[src/rtl/uart_rx_fifo.sv]
`default_nettype none
// ============================================================================
// Module      : uart_rx_fifo
// Description : 16x-oversampled UART receiver with start-bit validation,
//               3-sample majority voting, 5..8 data bits and runtime
//               none/even/odd parity. Each received character is tagged with
//               frame/parity error flags and buffered in a show-ahead FIFO
//               drained through a valid/ready handshake.
// Ports       : clk, rst (sync, active-high)
//               rx_i             asynchronous serial input, idle high
//               parity_mode_i    00/11 none, 01 even, 10 odd
//               rx_data_o        head character, LSB received first
//               rx_frame_err_o   head entry stop bit was 0
//               rx_parity_err_o  head entry parity mismatch
//               rx_valid_o       FIFO non-empty
//               rx_ready_i       pop when rx_valid_o && rx_ready_i
//               overrun_o        sticky dropped-character flag
//               clr_overrun_i    clears overrun_o
//               fifo_count_o     current FIFO occupancy
//               busy_o           receiver FSM not idle
//               break_o          (UART_RX_BREAK_EN only) 1-clk break pulse
// Options     : `define UART_RX_BREAK_EN to enable break detection.
// Revision    : 1.0 - initial release
// ============================================================================
module uart_rx_fifo #(
    parameter int CLK_HZ      = 100000000,
    parameter int BAUD        = 115200,
    parameter int DATA_BITS   = 8,
    parameter int FIFO_DEPTH  = 16,
    parameter int SYNC_STAGES = 2
) (
    input  logic                          clk,
    input  logic                          rst,
    input  logic                          rx_i,
    input  logic [1:0]                    parity_mode_i,
    output logic [DATA_BITS-1:0]          rx_data_o,
    output logic                          rx_frame_err_o,
    output logic                          rx_parity_err_o,
    output logic                          rx_valid_o,
    input  logic                          rx_ready_i,
    output logic                          overrun_o,
    input  logic                          clr_overrun_i,
    output logic [$clog2(FIFO_DEPTH):0]   fifo_count_o,
    output logic                          busy_o
`ifdef UART_RX_BREAK_EN
    ,
    output logic                          break_o
`endif
);

    localparam int DIV = (CLK_HZ + BAUD * 8) / (BAUD * 16);
    localparam int TW  = (DIV > 1) ? $clog2(DIV) : 1;
    localparam int AW  = $clog2(FIFO_DEPTH);
    localparam int CW  = AW + 1;
    localparam int EW  = DATA_BITS + 2;

    localparam logic [2:0] S_IDLE   = 3'd0;
    localparam logic [2:0] S_START  = 3'd1;
    localparam logic [2:0] S_DATA   = 3'd2;
    localparam logic [2:0] S_PARITY = 3'd3;
    localparam logic [2:0] S_STOP   = 3'd4;

    localparam logic [2:0] c_LAST_BIT = 3'(DATA_BITS - 1);

    // ---------------- synchronizer and edge detect ----------------
    logic [SYNC_STAGES-1:0] r_sync;
    logic                   r_prev;
    logic                   w_rx_s;

    assign w_rx_s = r_sync[SYNC_STAGES-1];

    always_ff @(posedge clk) begin
        if (rst) begin
            r_sync <= '1;
            r_prev <= 1'b1;
        end else begin
            r_sync <= {r_sync[SYNC_STAGES-2:0], rx_i};
            r_prev <= w_rx_s;
        end
    end

    // ---------------- FSM state ----------------
    logic [2:0]           r_state;
    logic [3:0]           r_samp_cnt;
    logic [2:0]           r_bit_cnt;
    logic [1:0]           r_votes;
    logic [DATA_BITS-1:0] r_shift;
    logic [1:0]           r_par_mode;
    logic                 r_par_err;
    logic [TW-1:0]        r_tick_cnt;
    logic                 w_tick;
    logic                 w_maj;
    logic                 w_par_en;
    logic                 w_start_edge;
    logic                 w_push;
    logic                 w_arm;

`ifdef UART_RX_BREAK_EN
    logic       r_par_bit;
    logic       r_brk_hold;
    logic [3:0] r_brk_cnt;
    logic       r_break;
    logic       w_is_break;

    // A break needs every sampled bit low, including parity if present.
    assign w_is_break = (r_shift == '0) && !w_maj && (!w_par_en || !r_par_bit);
    assign w_arm      = !r_brk_hold;
    assign break_o    = r_break;
`else
    assign w_arm      = 1'b1;
`endif

    assign w_tick       = (r_tick_cnt == TW'(DIV - 1));
    // The third vote is the live sample, so the decision is made at count 9.
    assign w_maj        = (r_votes[0] & r_votes[1]) | (r_votes[0] & w_rx_s) |
                          (r_votes[1] & w_rx_s);
    assign w_par_en     = r_par_mode[0] ^ r_par_mode[1];
    assign w_start_edge = (r_state == S_IDLE) && w_arm && r_prev && !w_rx_s;
    assign busy_o       = (r_state != S_IDLE);

`ifdef UART_RX_BREAK_EN
    assign w_push = (r_state == S_STOP) && w_tick && (r_samp_cnt == 4'd9) && !w_is_break;
`else
    assign w_push = (r_state == S_STOP) && w_tick && (r_samp_cnt == 4'd9);
`endif

    // Tick phase realigns to every accepted start edge.
    always_ff @(posedge clk) begin
        if (rst || w_start_edge || w_tick) begin
            r_tick_cnt <= '0;
        end else begin
            r_tick_cnt <= r_tick_cnt + TW'(1);
        end
    end

    always_ff @(posedge clk) begin
        if (rst) begin
            r_state    <= S_IDLE;
            r_samp_cnt <= 4'd0;
            r_bit_cnt  <= 3'd0;
            r_votes    <= 2'b11;
            r_shift    <= '0;
            r_par_mode <= 2'b00;
            r_par_err  <= 1'b0;
`ifdef UART_RX_BREAK_EN
            r_par_bit  <= 1'b0;
            r_brk_hold <= 1'b0;
            r_brk_cnt  <= 4'd0;
            r_break    <= 1'b0;
`endif
        end else begin
`ifdef UART_RX_BREAK_EN
            r_break <= 1'b0;
            // After a break, wait for 16 consecutive high ticks before re-arming.
            if (r_brk_hold && w_tick) begin
                if (!w_rx_s) begin
                    r_brk_cnt <= 4'd0;
                end else if (r_brk_cnt == 4'd15) begin
                    r_brk_hold <= 1'b0;
                end else begin
                    r_brk_cnt <= r_brk_cnt + 4'd1;
                end
            end
`endif
            if (r_state == S_IDLE) begin
                if (w_start_edge) begin
                    r_state    <= S_START;
                    r_samp_cnt <= 4'd0;
                end
            end else if (w_tick) begin
                r_samp_cnt <= r_samp_cnt + 4'd1;
                if (r_samp_cnt == 4'd7) r_votes[0] <= w_rx_s;
                if (r_samp_cnt == 4'd8) r_votes[1] <= w_rx_s;
                case (r_state)
                    S_START: begin
                        if (r_samp_cnt == 4'd9) begin
                            if (w_maj) begin
                                r_state <= S_IDLE;
                            end else begin
                                r_par_mode <= parity_mode_i;
                                r_par_err  <= 1'b0;
                            end
                        end else if (r_samp_cnt == 4'd15) begin
                            r_state   <= S_DATA;
                            r_bit_cnt <= 3'd0;
                        end
                    end
                    S_DATA: begin
                        if (r_samp_cnt == 4'd9) begin
                            r_shift <= {w_maj, r_shift[DATA_BITS-1:1]};
                        end else if (r_samp_cnt == 4'd15) begin
                            if (r_bit_cnt == c_LAST_BIT) begin
                                r_state <= w_par_en ? S_PARITY : S_STOP;
                            end else begin
                                r_bit_cnt <= r_bit_cnt + 3'd1;
                            end
                        end
                    end
                    S_PARITY: begin
                        if (r_samp_cnt == 4'd9) begin
                            // mode[1] set means odd: invert the even-parity result.
                            r_par_err <= (^r_shift) ^ w_maj ^ r_par_mode[1];
`ifdef UART_RX_BREAK_EN
                            r_par_bit <= w_maj;
`endif
                        end else if (r_samp_cnt == 4'd15) begin
                            r_state <= S_STOP;
                        end
                    end
                    S_STOP: begin
                        if (r_samp_cnt == 4'd9) begin
                            r_state <= S_IDLE;
`ifdef UART_RX_BREAK_EN
                            if (w_is_break) begin
                                r_break    <= 1'b1;
                                r_brk_hold <= 1'b1;
                                r_brk_cnt  <= 4'd0;
                            end
`endif
                        end
                    end
                    default: r_state <= S_IDLE;
                endcase
            end
        end
    end

    // ---------------- show-ahead FIFO ----------------
    logic [EW-1:0] r_mem [FIFO_DEPTH];
    logic [AW-1:0] r_wr_ptr;
    logic [AW-1:0] r_rd_ptr;
    logic [CW-1:0] r_count;
    logic          r_overrun;
    logic          w_full;
    logic          w_do_pop;
    logic          w_do_push;
    logic [EW-1:0] w_head;
    logic [EW-1:0] w_push_word;

    assign w_full      = (r_count == CW'(FIFO_DEPTH));
    assign w_do_pop    = rx_valid_o && rx_ready_i;
    // A pop in the same cycle frees the slot, so a push into a full FIFO is legal then.
    assign w_do_push   = w_push && (!w_full || w_do_pop);
    assign w_push_word = {~w_maj, r_par_err & w_par_en, r_shift};
    assign w_head      = r_mem[r_rd_ptr];

    always_ff @(posedge clk) begin
        if (w_do_push) begin
            r_mem[r_wr_ptr] <= w_push_word;
        end
    end

    always_ff @(posedge clk) begin
        if (rst) begin
            r_wr_ptr  <= '0;
            r_rd_ptr  <= '0;
            r_count   <= '0;
            r_overrun <= 1'b0;
        end else begin
            if (w_do_push) r_wr_ptr <= r_wr_ptr + AW'(1);
            if (w_do_pop)  r_rd_ptr <= r_rd_ptr + AW'(1);
            case ({w_do_push, w_do_pop})
                2'b10:   r_count <= r_count + CW'(1);
                2'b01:   r_count <= r_count - CW'(1);
                default: r_count <= r_count;
            endcase
            if (w_push && w_full && !w_do_pop) begin
                r_overrun <= 1'b1;
            end else if (clr_overrun_i) begin
                r_overrun <= 1'b0;
            end
        end
    end

    assign rx_valid_o      = (r_count != '0);
    assign rx_data_o       = rx_valid_o ? w_head[DATA_BITS-1:0] : '0;
    assign rx_parity_err_o = rx_valid_o & w_head[DATA_BITS];
    assign rx_frame_err_o  = rx_valid_o & w_head[DATA_BITS+1];
    assign fifo_count_o    = r_count;
    assign overrun_o       = r_overrun;

endmodule
`default_nettype wire

[config.mk]
export PLATFORM = sky130hd
export DESIGN_NAME = uart_rx_fifo
export DESIGN_NICKNAME = d
export VERILOG_FILES = /design/src/rtl/uart_rx_fifo.sv
export SDC_FILE = /design/constraint.sdc
export NUM_CORES = 1
export LEC_CHECK = 0
export BUFFER_PORTS_ARGS = -buffer_cell sky130_fd_sc_hd__buf_2
export CAP_MARGIN = 20
export CORE_UTILIZATION = 60
export CTS_CLUSTER_DIAMETER = 120
export DETAILED_ROUTE_END_ITERATION = 12
export MAX_ROUTING_LAYER = met4
export PLACE_DENSITY_LB_ADDON = 0.12
export SYNTH_ARGS = -nofsm -noshare
export SYNTH_HDL_FRONTEND = slang
export SYNTH_SLANG_ARGS = --single-unit
[constraint.sdc]
create_clock -name clk -period 7.2 [get_ports clk]
set_clock_uncertainty 0.15 [all_clocks]
set_input_delay 1.08 -clock clk [delete_from_list [all_inputs] [get_ports clk]]
set_output_delay 1.08 -clock clk [all_outputs]
set_load 0.03 [all_outputs]
==> results of run 1 <==
-- registers in the layout, summed over array words and instances (netlist names), named ones only --
register / flops
r_prev: 1
r_wr_ptr: 4
r_state: 3
r_sync: 2
r_bit_cnt: 3
r_par_mode: 2
r_rd_ptr: 4
overrun_o: 1
r_tick_cnt: 6
r_shift: 8
r_samp_cnt: 4
fifo_count_o: 5
r_mem: 160
r_votes: 2
r_par_err: 1
-- synthesized netlist by cell type (all sizes together), types with 3 or more instances --
master	instances	area share, %
edfxtp	160	55
nor2	60	2.6
dfxtp	50	12
mux4	50	13
clkbuf	18	0.78
nor2b	16	1.2
mux2i	15	1.7
ha	14	2.0
xnor2	14	1.4
a21oi	13	0.75
inv	11	0.48
nand2	11	0.48
buf	10	0.66
nor3	10	0.76
xor2	9	0.91
nand3	8	0.46
nand2b	7	0.50
o21ai	5	0.29
a31oi	4	0.29
mux2	4	0.52
nor4	4	0.46
or2	4	0.29
or4	4	0.39
a211oi	3	0.26
and4b	3	0.35
nand4	3	0.22
-- final cells by class --
cell class,instances,share of cell area (%)
repair buffers,41,2.63
inverters,11,0.426
well taps,180,2.32
multi-input cells,285,28.0
clock buffers,27,5.86
clock inverters,10,0.788
flip-flops and latches,210,59.9
-- how the worst max path moves through the flow --
stage / startpoint / endpoint / slack (ns) / cells after the start
2_1_floorplan: flop / rx_data_o[0] / 4.06 / 5
3_3_place_gp: flop / rx_data_o[2] / 3.49 / 5
3_5_place_dp: flop / rx_data_o[2] / 3.47 / 5
4_1_cts: flop / rx_data_o[2] / 2.95 / 5
5_1_grt: flop / rx_data_o[2] / 2.85 / 5
6_report: flop / rx_data_o[2] / 2.99 / 5
-- cells by family after synthesis --
kind of cell             after synthesis  synth area share, %
buffers and inverters                 39                 1.91
XOR/XNOR                              23                 2.32
AO/OA/AOI/OAI                         35                 2.55
AND/OR/NAND/NOR                      143                 9.07
multiplexers                          69                 15.2
adder cells (fa/ha/maj)               15                 2.13
flip-flops                           210                 66.8
-- power groups by stage --
stage / clock, mW / combinational, mW / sequential [mW]
after global placement: 0 / 0.544 / 1.38
after detailed placement: 0 / 0.554 / 1.38
after floorplan: 0 / 0.439 / 1.37
after global routing: 1.08 / 0.598 / 1.36
after CTS: 1.03 / 0.559 / 1.36
final: 1.02 / 0.551 / 1.36
-- stage by stage --
| step | hold slack (ns) | instances | cell area (sq um) | total power [mW] | util, % |
|---|---|---|---|---|---|
| 3_3_place_gp | 0.253 | 720 | 8990 | 1.92 | 64.2 |
| 4_1_cts | 0.272 | 763 | 9680 | 2.95 | 69.2 |
| 5_1_grt | 0.282 | 764 | 9690 | 3.04 | 69.3 |
| 6_report | 0.267 | 764 | 9690 | 2.93 | 69.3 |
| 2_1_floorplan | 0.239 | 534 | 8690 | 1.81 | - |
| 3_5_place_dp | 0.252 | 726 | 9040 | 1.94 | 64.6 |
-- metal layers --
layer | GRT usage, % | up-vias
li1 | - | 2125
met1 | 34.3 | 2377
met2 | 42.7 | 178
met3 | 3.81 | 33
met4 | 6.78 | 0
met5 | - | -
==> impl_metrics.toml, run 1 <==
[drt]
drc = 0
detail_route.first_pass.iterations = 5
routed_wl_microns = 17600
drt-met1-wl_microns = 7230
drtIter0Drc = 400
ant_nets = 0
detail_route.wl_per_cell_microns = 23.0
vias = 4713
met3RoutedLength_microns = 1090
max_layer_used = "met4"
vias_per_cell = 6.17
detailroute.wirelength.met2_microns = 8800

[setup_path]
critPathArrivalTime_ns = 2.98
crit_buf_inv = 2
crit_path_max_incr_delay_ns = 0.64
reg2reg_setup_slack_ns = 3.82
critPathRequiredTime_ns = 5.97
timing.rr.end = "r_mem[6][9]$_DFFE_PP_"
crit_slowest_cell = "sky130_fd_sc_hd__mux4_2"
path_common_cell = "sky130_fd_sc_hd__mux4_2"
timing.setup.critical_path_class = "reg -> out"
critical-path-top-delay-family = "multiplexers"
worst_r2r_startpoint = "r_state[2]$_SDFFE_PP0P_"
cp_cell_sequence = "buf_4 -> mux4_2 -> mux4_2 -> nor2b_1 -> buf_2"
critical_path_endpoint_category = "output pin"
worstSetupStartpointType = "flop"
worst_reg_to_reg_path_cell_count = 6
timing.critical_path.fanout_max = 40

[floorplan]
die_w_microns = 122
floorplan.die.height_microns = 122
start_util_pct = 62.1
die-area_sq_um = 15000
fp.coreArea_sq_um = 14000
core.rowCount = 43
i_o_pin_count = 25

[finish]
fin_nets = 591
layout.cells.most_common_list = "sky130_fd_sc_hd__edfxtp_1 (160), sky130_fd_sc_hd__nor2_1 (59), sky130_fd_sc_hd__mux4_2 (50), sky130_fd_sc_hd__dfxtp_1 (48), sky130_fd_sc_hd__buf_2 (24)"
sequential_cell_area_in_the_final_layout_sq_um = 5810
insertedDiodeCount = 0
multi_input_comb_area_sq_um = 2720
area_growth_pct = 11.5
layout_filler_cell_count = 921
layout_commonest_cell = "sky130_fd_sc_hd__edfxtp_1"
layout-drive-gt1-share_pct = 23.6

[yosys]
syn-mean-instance-area_sq_um = 16.3
ys_async_sr_fraction_pct = 0
yosysWarningCount = 0
postSynthRegisterBits = 210
yosys_most_used_dff = "sky130_fd_sc_hd__edfxtp_1"
synth_cell_types = 58
synthesized_instance_count = 534
synthesis.nets = 555
sequential_to_total_area_share_from_yosys_stat_pct = 66.8
mappedNetlistArea_sq_um = 8690
synth_enable_flop_cells = 160

[sta]
timing.slew.headroom_pct = 22.9
timing_max_transition_violations_final = 0
timing.final.crit_period_ns = 4.21
unrepaired_setup_endpoints_after_global_routing = "no"
clock.fmax_ghz = 0.238
timing.final.ws_setup_ns = 2.99
timing_worst_slew_pin_value_ns = 1.15
timing.final.setup_violations = 0
fin_tns_setup_ns = 0
min_period_over_period_pct = 58.5
hold_viol = 0

[power]
proportion_of_power_drawn_by_the_clock_network_pct = 34.8
sequentialPowerShare_pct = 46.4
worst_ir_drop_vdd_v = 0.000256
p_int_mw = 2.15
power.share.combinational_pct = 18.8
power.density_nw_per_um2 = 302
switching_share_pct = 26.7
p_leak_nw = 3.27
netSwitchingPower_mw = 0.781

[clock_tree]
post-cts-setup-buffers = 0
htree_levels = 1
max_root_sink_buffers = 3
clkSinkCount = 210
cts_inserted_buffers = 21
clkSlewWorstSetupHoldPaths_ns = 0.06
postCtsHoldBufs = 0
post_cts_resized = 0
worst_skew_pair.late_latency_ns = 0.48
tritoncts_clock_tree = "done"
cts-root-buf = "sky130_fd_sc_hd__clkbuf_16"

[worst_hold_path]
worstHoldPathType = "reg -> reg"
hold_end = "r_sync[1]$_SDFF_PP1_"
worst_hold_path.num_cells = 1
min_from = "r_sync[0]$_SDFF_PP1_"

[grt]
global_route.overflow_total = 0
maximum_number_of_pins_on_one_net_before_global_route_repair = 47
via_count_of_the_first_global_routing_pass = 4770
antenna_found_initial = 0
combined_global_route_utilization_of_all_metal_layers_pct = 26.0
grt_pass1_wl_microns = 27300

[run]
max_cap_viol_count = 0

[place]
globalplace.congestion = 0.818
detailedPlacementHpwl_microns = 11100
placement.io_buffers = 24
preCtsSetupSlack_ns = 3.47

[status]
result_of_the_run = "finished clean"
Power figures use the tool's default switching activity.
==> run 2: changes to the inputs <==
- clock period: 7.2 -> 4.2 ns (I/O delays scaled with it)
==> run 2 against run 1 <==
Design area increased by 0.57%. Combinational power up 74%. Setup slack got worse by 2.5 ns. Highest routed layer unchanged.
==> impl_metrics.toml, run 2 (same netlist as run 1, synthesis figures left out) <==
[status]
result_of_the_run = "finished clean"

[power]
worst_ir_drop_vdd_v = 0.000416
power.share.combinational_pct = 18.9
report.power.total_mw = 5.08
proportion_of_power_drawn_by_the_clock_network_pct = 34.9
sequentialPowerShare_pct = 46.2
power.density_nw_per_um2 = 521
switching_share_pct = 27.0
p_leak_nw = 3.30
p_int_mw = 3.71
netSwitchingPower_mw = 1.37

[setup_path]
worstSetupStartpointType = "flop"
critical_path_endpoint_category = "output pin"
worst_r2r_startpoint = "r_state[2]$_SDFFE_PP0P_"
reg2reg_setup_slack_ns = 1.01
timing.rr.end = "r_mem[10][4]$_DFFE_PP_"
timing.setup.critical_path_class = "reg -> out"
worst_reg_to_reg_path_cell_count = 6
cp-endpoint = "rx_data_o[7]"
critPathArrivalTime_ns = 2.91
timing.critical_path.fanout_max = 26
critPathRequiredTime_ns = 3.42

[drt]
vias_per_cell = 6.09
detail_route.wl_per_cell_microns = 22.5
drc = 0
drtIter0Drc = 664
detail_route.first_pass.iterations = 5
vias = 4683
routed_wl_microns = 17300
ant_nets = 0

[grt]
global_route.overflow_total = 0
maximum_number_of_pins_on_one_net_before_global_route_repair = 47
antenna_found_initial = 0
grt_pass1_wl_microns = 27100
via_count_of_the_first_global_routing_pass = 4700
combined_global_route_utilization_of_all_metal_layers_pct = 25.6

[floorplan]
start_util_pct = 62.1
floorplan.die.height_microns = 122
die_w_microns = 122
fp.coreArea_sq_um = 14000
i_o_pin_count = 25
die-area_sq_um = 15000
core.rowCount = 43

[clock_tree]
post-cts-setup-buffers = 0
postCtsHoldBufs = 0
post_cts_resized = 0
max_root_sink_buffers = 3
clkSlewWorstSetupHoldPaths_ns = 0.06
htree_levels = 1
cts_inserted_buffers = 22
tritoncts_clock_tree = "done"
worst_skew_pair.late_latency_ns = 0.50
clkSinkCount = 210
cts-root-buf = "sky130_fd_sc_hd__clkbuf_16"

[finish]
largest_register_ffs = 160
insertedDiodeCount = 0
layout_filler_cell_count = 906
sequential_cell_area_in_the_final_layout_sq_um = 5810
largestRegisters = "r_mem: 160 flops, r_shift: 8 flops, r_tick_cnt: 6 flops"
fin_nets = 597
layout-drive-gt1-share_pct = 24.6
multi_input_comb_area_sq_um = 2720
layout_commonest_cell = "sky130_fd_sc_hd__edfxtp_1"
area_growth_pct = 12.2
layout.cells.most_common_list = "sky130_fd_sc_hd__edfxtp_1 (160), sky130_fd_sc_hd__nor2_1 (59), sky130_fd_sc_hd__mux4_2 (50), sky130_fd_sc_hd__dfxtp_1 (48), sky130_fd_sc_hd__buf_2 (24)"
top_register = "r_mem"

[sta]
unrepaired_setup_endpoints_after_global_routing = "no"
hold_viol = 0
clock.fmax_ghz = 0.271
min_period_over_period_pct = 87.8
timing.slew.headroom_pct = 35.5
timing_worst_slew_pin_value_ns = 0.965
timing_max_transition_violations_final = 0
timing.final.setup_violations = 0
timing.final.crit_period_ns = 3.69
fin_tns_setup_ns = 0

[run]
max_cap_viol_count = 0

[place]
placement.io_buffers = 24
globalplace.congestion = 0.835
detailedPlacementHpwl_microns = 10800

[worst_hold_path]
worstHoldPathType = "in -> reg"
## run 2: cell count changes in the layout (fill, tap and decap cells not counted)
cell and change:
sky130_fd_sc_hd__buf_6 -2, sky130_fd_sc_hd__inv_4 -2, sky130_fd_sc_hd__clkinv_4 -1, sky130_fd_sc_hd__clkinv_8 +1, sky130_fd_sc_hd__clkinvlp_4 +1, sky130_fd_sc_hd__buf_12 +1, sky130_fd_sc_hd__clkinv_2 +4, sky130_fd_sc_hd__clkbuf_8 -2
sky130_fd_sc_hd__clkbuf_1 -2, sky130_fd_sc_hd__clkbuf_16 +1, sky130_fd_sc_hd__buf_4 +6
## run 2: worst min-delay path by stage
stage                                 to                  from  depth (start not counted)  slack [ns]
floorplan           r_sync[1]$_SDFF_PP1_  r_sync[0]$_SDFF_PP1_                          1        0.24
global placement    r_sync[1]$_SDFF_PP1_  r_sync[0]$_SDFF_PP1_                          1        0.25
detailed placement  r_sync[1]$_SDFF_PP1_  r_sync[0]$_SDFF_PP1_                          1        0.26
CTS                 r_sync[0]$_SDFF_PP1_                  rx_i                          2        0.16
global route        r_sync[0]$_SDFF_PP1_                  rx_i                          2        0.16
finish              r_sync[0]$_SDFF_PP1_                  rx_i                          2        0.17
## run 2: layout make-up
| class | count | share of cell area (%) |
|---|---|---|
| Clock buffer | 24 | 5.73 |
| Inverter | 11 | 0.424 |
| Clock inverter | 13 | 1.01 |
| Tap cell | 180 | 2.31 |
| Sequential cell | 210 | 59.6 |
| Timing Repair Buffer | 46 | 3.06 |
| Multi-Input combinational cell | 285 | 27.9 |
## run 2: power by group through the flow
stage | Clock (mW) | Combinational (mW) | Sequential, mW
2_1_floorplan | 0 | 0.753 | 2.35
3_3_place_gp | 0 | 0.951 | 2.39
3_5_place_dp | 0 | 0.964 | 2.39
4_1_cts | 1.80 | 0.969 | 2.35
5_1_grt | 1.88 | 1.04 | 2.36
6_report | 1.77 | 0.959 | 2.35
## run 2: critical path: stages (launching register included)
cell and delay, ns:
sky130_fd_sc_hd__dfxtp_2 0.68, sky130_fd_sc_hd__buf_12 0.30, sky130_fd_sc_hd__mux4_2 0.53, sky130_fd_sc_hd__mux4_2 0.52, sky130_fd_sc_hd__nor2b_1 0.16, sky130_fd_sc_hd__buf_2 0.18
## run 2: layer usage
metal	wire length (microns)	GRT usage (%)	up-vias
li1	-	-	2126
met1	7350	35.3	2338
met2	8300	39.4	189
met3	1280	4.28	30
met4	382	7.70	0
met5	0	-	-
## run 2: metrics by stage
stage,instances,cell area (sq um),hold WS [ns],setup slack [ns],util (%)
2_1_floorplan,534,8690,0.239,1.23,-
3_3_place_gp,732,9090,0.255,1.01,65.0
3_5_place_dp,732,9090,0.255,0.973,65.0
4_1_cts,769,9750,0.156,0.434,69.7
5_1_grt,769,9750,0.158,0.339,69.7
6_report,769,9750,0.167,0.513,69.7
==> run 3: changes to the inputs <==
- RECOVER_POWER: default -> 50
- REMOVE_ABC_BUFFERS: default -> 1
==> run 3 against run 2 <==
The flow now finishes with violations (max-capacitance violations, max-slew violations). Clock power is 12% higher. Worst hold slack improved by 0.0068 ns. Sequential cell count is the same. Register-to-register slack about the same. Wire length fell by 0.57%. Via count down 2.4%.
==> impl_metrics.toml, run 3 (same netlist as run 1, synthesis figures left out) <==
[status]
result_of_the_run = "complete, but fails checks"
failed_checks = "max-capacitance violations, max-slew violations"

[power]
power.density_nw_per_um2 = 544
p_int_mw = 3.89
power.share.combinational_pct = 19.3
sequentialPowerShare_pct = 43.4
worst_ir_drop_vdd_v = 0.000387
switching_share_pct = 26.6
proportion_of_power_drawn_by_the_clock_network_pct = 37.3
p_leak_nw = 3.25
netSwitchingPower_mw = 1.41

[grt]
antenna_found_initial = 0
via_count_of_the_first_global_routing_pass = 4603
maximum_number_of_pins_on_one_net_before_global_route_repair = 47
global_route.overflow_total = 0
combined_global_route_utilization_of_all_metal_layers_pct = 25.4
grt_pass1_wl_microns = 26900

[floorplan]
die_w_microns = 122
i_o_pin_count = 25
start_util_pct = 62.1
floorplan.die.height_microns = 122
die-area_sq_um = 15000
core.rowCount = 43
fp.coreArea_sq_um = 14000

[setup_path]
crit_buf_inv = 2
timing.setup.critical_path_class = "reg -> out"
crit_path_max_incr_delay_ns = 0.62
worstSetupStartpointType = "flop"
crit_slowest_cell = "sky130_fd_sc_hd__mux4_2"
worst_r2r_startpoint = "r_state[2]$_SDFFE_PP0P_"
path_common_cell = "sky130_fd_sc_hd__mux4_2"
cp-endpoint = "rx_data_o[3]"
worst_reg_to_reg_path_cell_count = 4
timing.rr.end = "r_mem[15][3]$_DFFE_PP_"
critical_path_endpoint_category = "output pin"
critPathRequiredTime_ns = 3.42
critical-path-top-delay-family = "multiplexers"
reg2reg_setup_slack_ns = 1.00
cp_cell_sequence = "buf_12 -> mux4_2 -> mux4_2 -> nor2b_1 -> buf_2"
timing.critical_path.fanout_max = 40
critical_path_cell_count = 5
critPathArrivalTime_ns = 2.60

[sta]
timing.final.setup_violations = 0
timing.slew.headroom_pct = -31.4
timing.final.crit_period_ns = 3.38
unrepaired_setup_endpoints_after_global_routing = "no"
min_period_over_period_pct = 80.4
timing_max_transition_violations_final = 47
timing_worst_slew_pin_value_ns = 1.97
hold_viol = 0
hold-worst-slack_ns = 0.173
fin_tns_setup_ns = 0
clock.fmax_ghz = 0.296

[place]
placement.io_buffers = 24
detailedPlacementHpwl_microns = 10700
globalplace.congestion = 0.823

[clock_tree]
tritoncts_clock_tree = "done"
postCtsHoldBufs = 0
post_cts_resized = 0
cts-root-buf = "sky130_fd_sc_hd__clkbuf_16"
post-cts-setup-buffers = 0
max_root_sink_buffers = 3
clkSlewWorstSetupHoldPaths_ns = 0.06
clkSinkCount = 210
htree_levels = 1
cts_inserted_buffers = 21
worst_skew_pair.late_latency_ns = 0.50

[drt]
ant_nets = 0
detail_route.first_pass.iterations = 4
drc = 0
routed_wl_microns = 17200
detail_route.wl_per_cell_microns = 22.6
drtIter0Drc = 331
vias_per_cell = 6.01
vias = 4570

[finish]
largest_register_ffs = 160
top_register = "r_mem"
layout_filler_cell_count = 943
layout-drive-gt1-share_pct = 21.9
layout_commonest_cell = "sky130_fd_sc_hd__edfxtp_1"
layout.cells.most_common_list = "sky130_fd_sc_hd__edfxtp_1 (160), sky130_fd_sc_hd__nor2_1 (60), sky130_fd_sc_hd__mux4_2 (50), sky130_fd_sc_hd__dfxtp_1 (48), sky130_fd_sc_hd__clkbuf_16 (23)"
largestRegisters = "r_mem: 160 flops, r_shift: 8 flops, r_tick_cnt: 6 flops"
insertedDiodeCount = 0
fin_nets = 586
area_growth_pct = 12.0

[worst_hold_path]
worstHoldPathType = "in -> reg"
worst_hold_path.num_cells = 2

[run]
max_cap_viol_count = 1
run 3: cell types whose count changed in the layout (fill, tap and decap cells not counted), sizes merged:
cell,delta
buf,-19
bufinv,+2
clkbuf,+14
clkinv,-7
inv,+1
run 3: metal layers:
metal | routed length [microns] | GRT usage (%)
met1 | 7300 | 34.0
met3 | 1010 | 3.90
met4 | 294 | 6.40
met5 | 0 | -
met2 | 8600 | 41.3
run 3: power groups by stage:
stage / combinational (mW) / clock [mW] / sequential (mW)
floorplan: 0.634 / 0 / 2.44
global route: 1.10 / 2.08 / 2.30
global placement: 1.05 / 0 / 2.34
CTS: 1.06 / 2.00 / 2.30
finish: 1.02 / 1.98 / 2.30
detailed placement: 1.05 / 0 / 2.34
run 3: through the flow:
stage | setup WS [ns] | utilization, % | power, mW | area (sq um) | cells
6_report | 0.825 | 69.6 | 5.30 | 9730 | 760
5_1_grt | 0.727 | 69.6 | 5.48 | 9730 | 760
4_1_cts | 0.785 | 69.7 | 5.36 | 9750 | 759
3_5_place_dp | 0.984 | 64.4 | 3.40 | 9010 | 721
3_3_place_gp | 1.04 | 64.4 | 3.39 | 9010 | 721
2_1_floorplan | 0.325 | - | 3.08 | 8560 | 506
run 3: worst register-to-register path, delay by kind of cell (launching register included):
kind	cells	cell delay (ns)
flops	1	0.52
simple gates	4	2.15
run 3: how the worst min path moves through the flow:
stage / startpoint / to / slack (ns)
2_1_floorplan: r_sync[0]$_SDFF_PP1_ / r_sync[1]$_SDFF_PP1_ / 0.24
5_1_grt: rx_i / r_sync[0]$_SDFF_PP1_ / 0.17
3_5_place_dp: r_sync[0]$_SDFF_PP1_ / r_sync[1]$_SDFF_PP1_ / 0.25
4_1_cts: rx_i / r_sync[0]$_SDFF_PP1_ / 0.16
3_3_place_gp: r_sync[0]$_SDFF_PP1_ / r_sync[1]$_SDFF_PP1_ / 0.25
6_report: rx_i / r_sync[0]$_SDFF_PP1_ / 0.17
run 3: area by class of cell:
cell class	count	area, sq um	area share (%)
Sequential cell	210	5810	59.7
Multi-Input combinational cell	285	2710	27.9
Clock buffer	29	618	6.35
Tap cell	180	225	2.31
Timing Repair Buffer	36	206	2.12
Clock inverter	9	124	1.27
Inverter	11	41.3	0.424
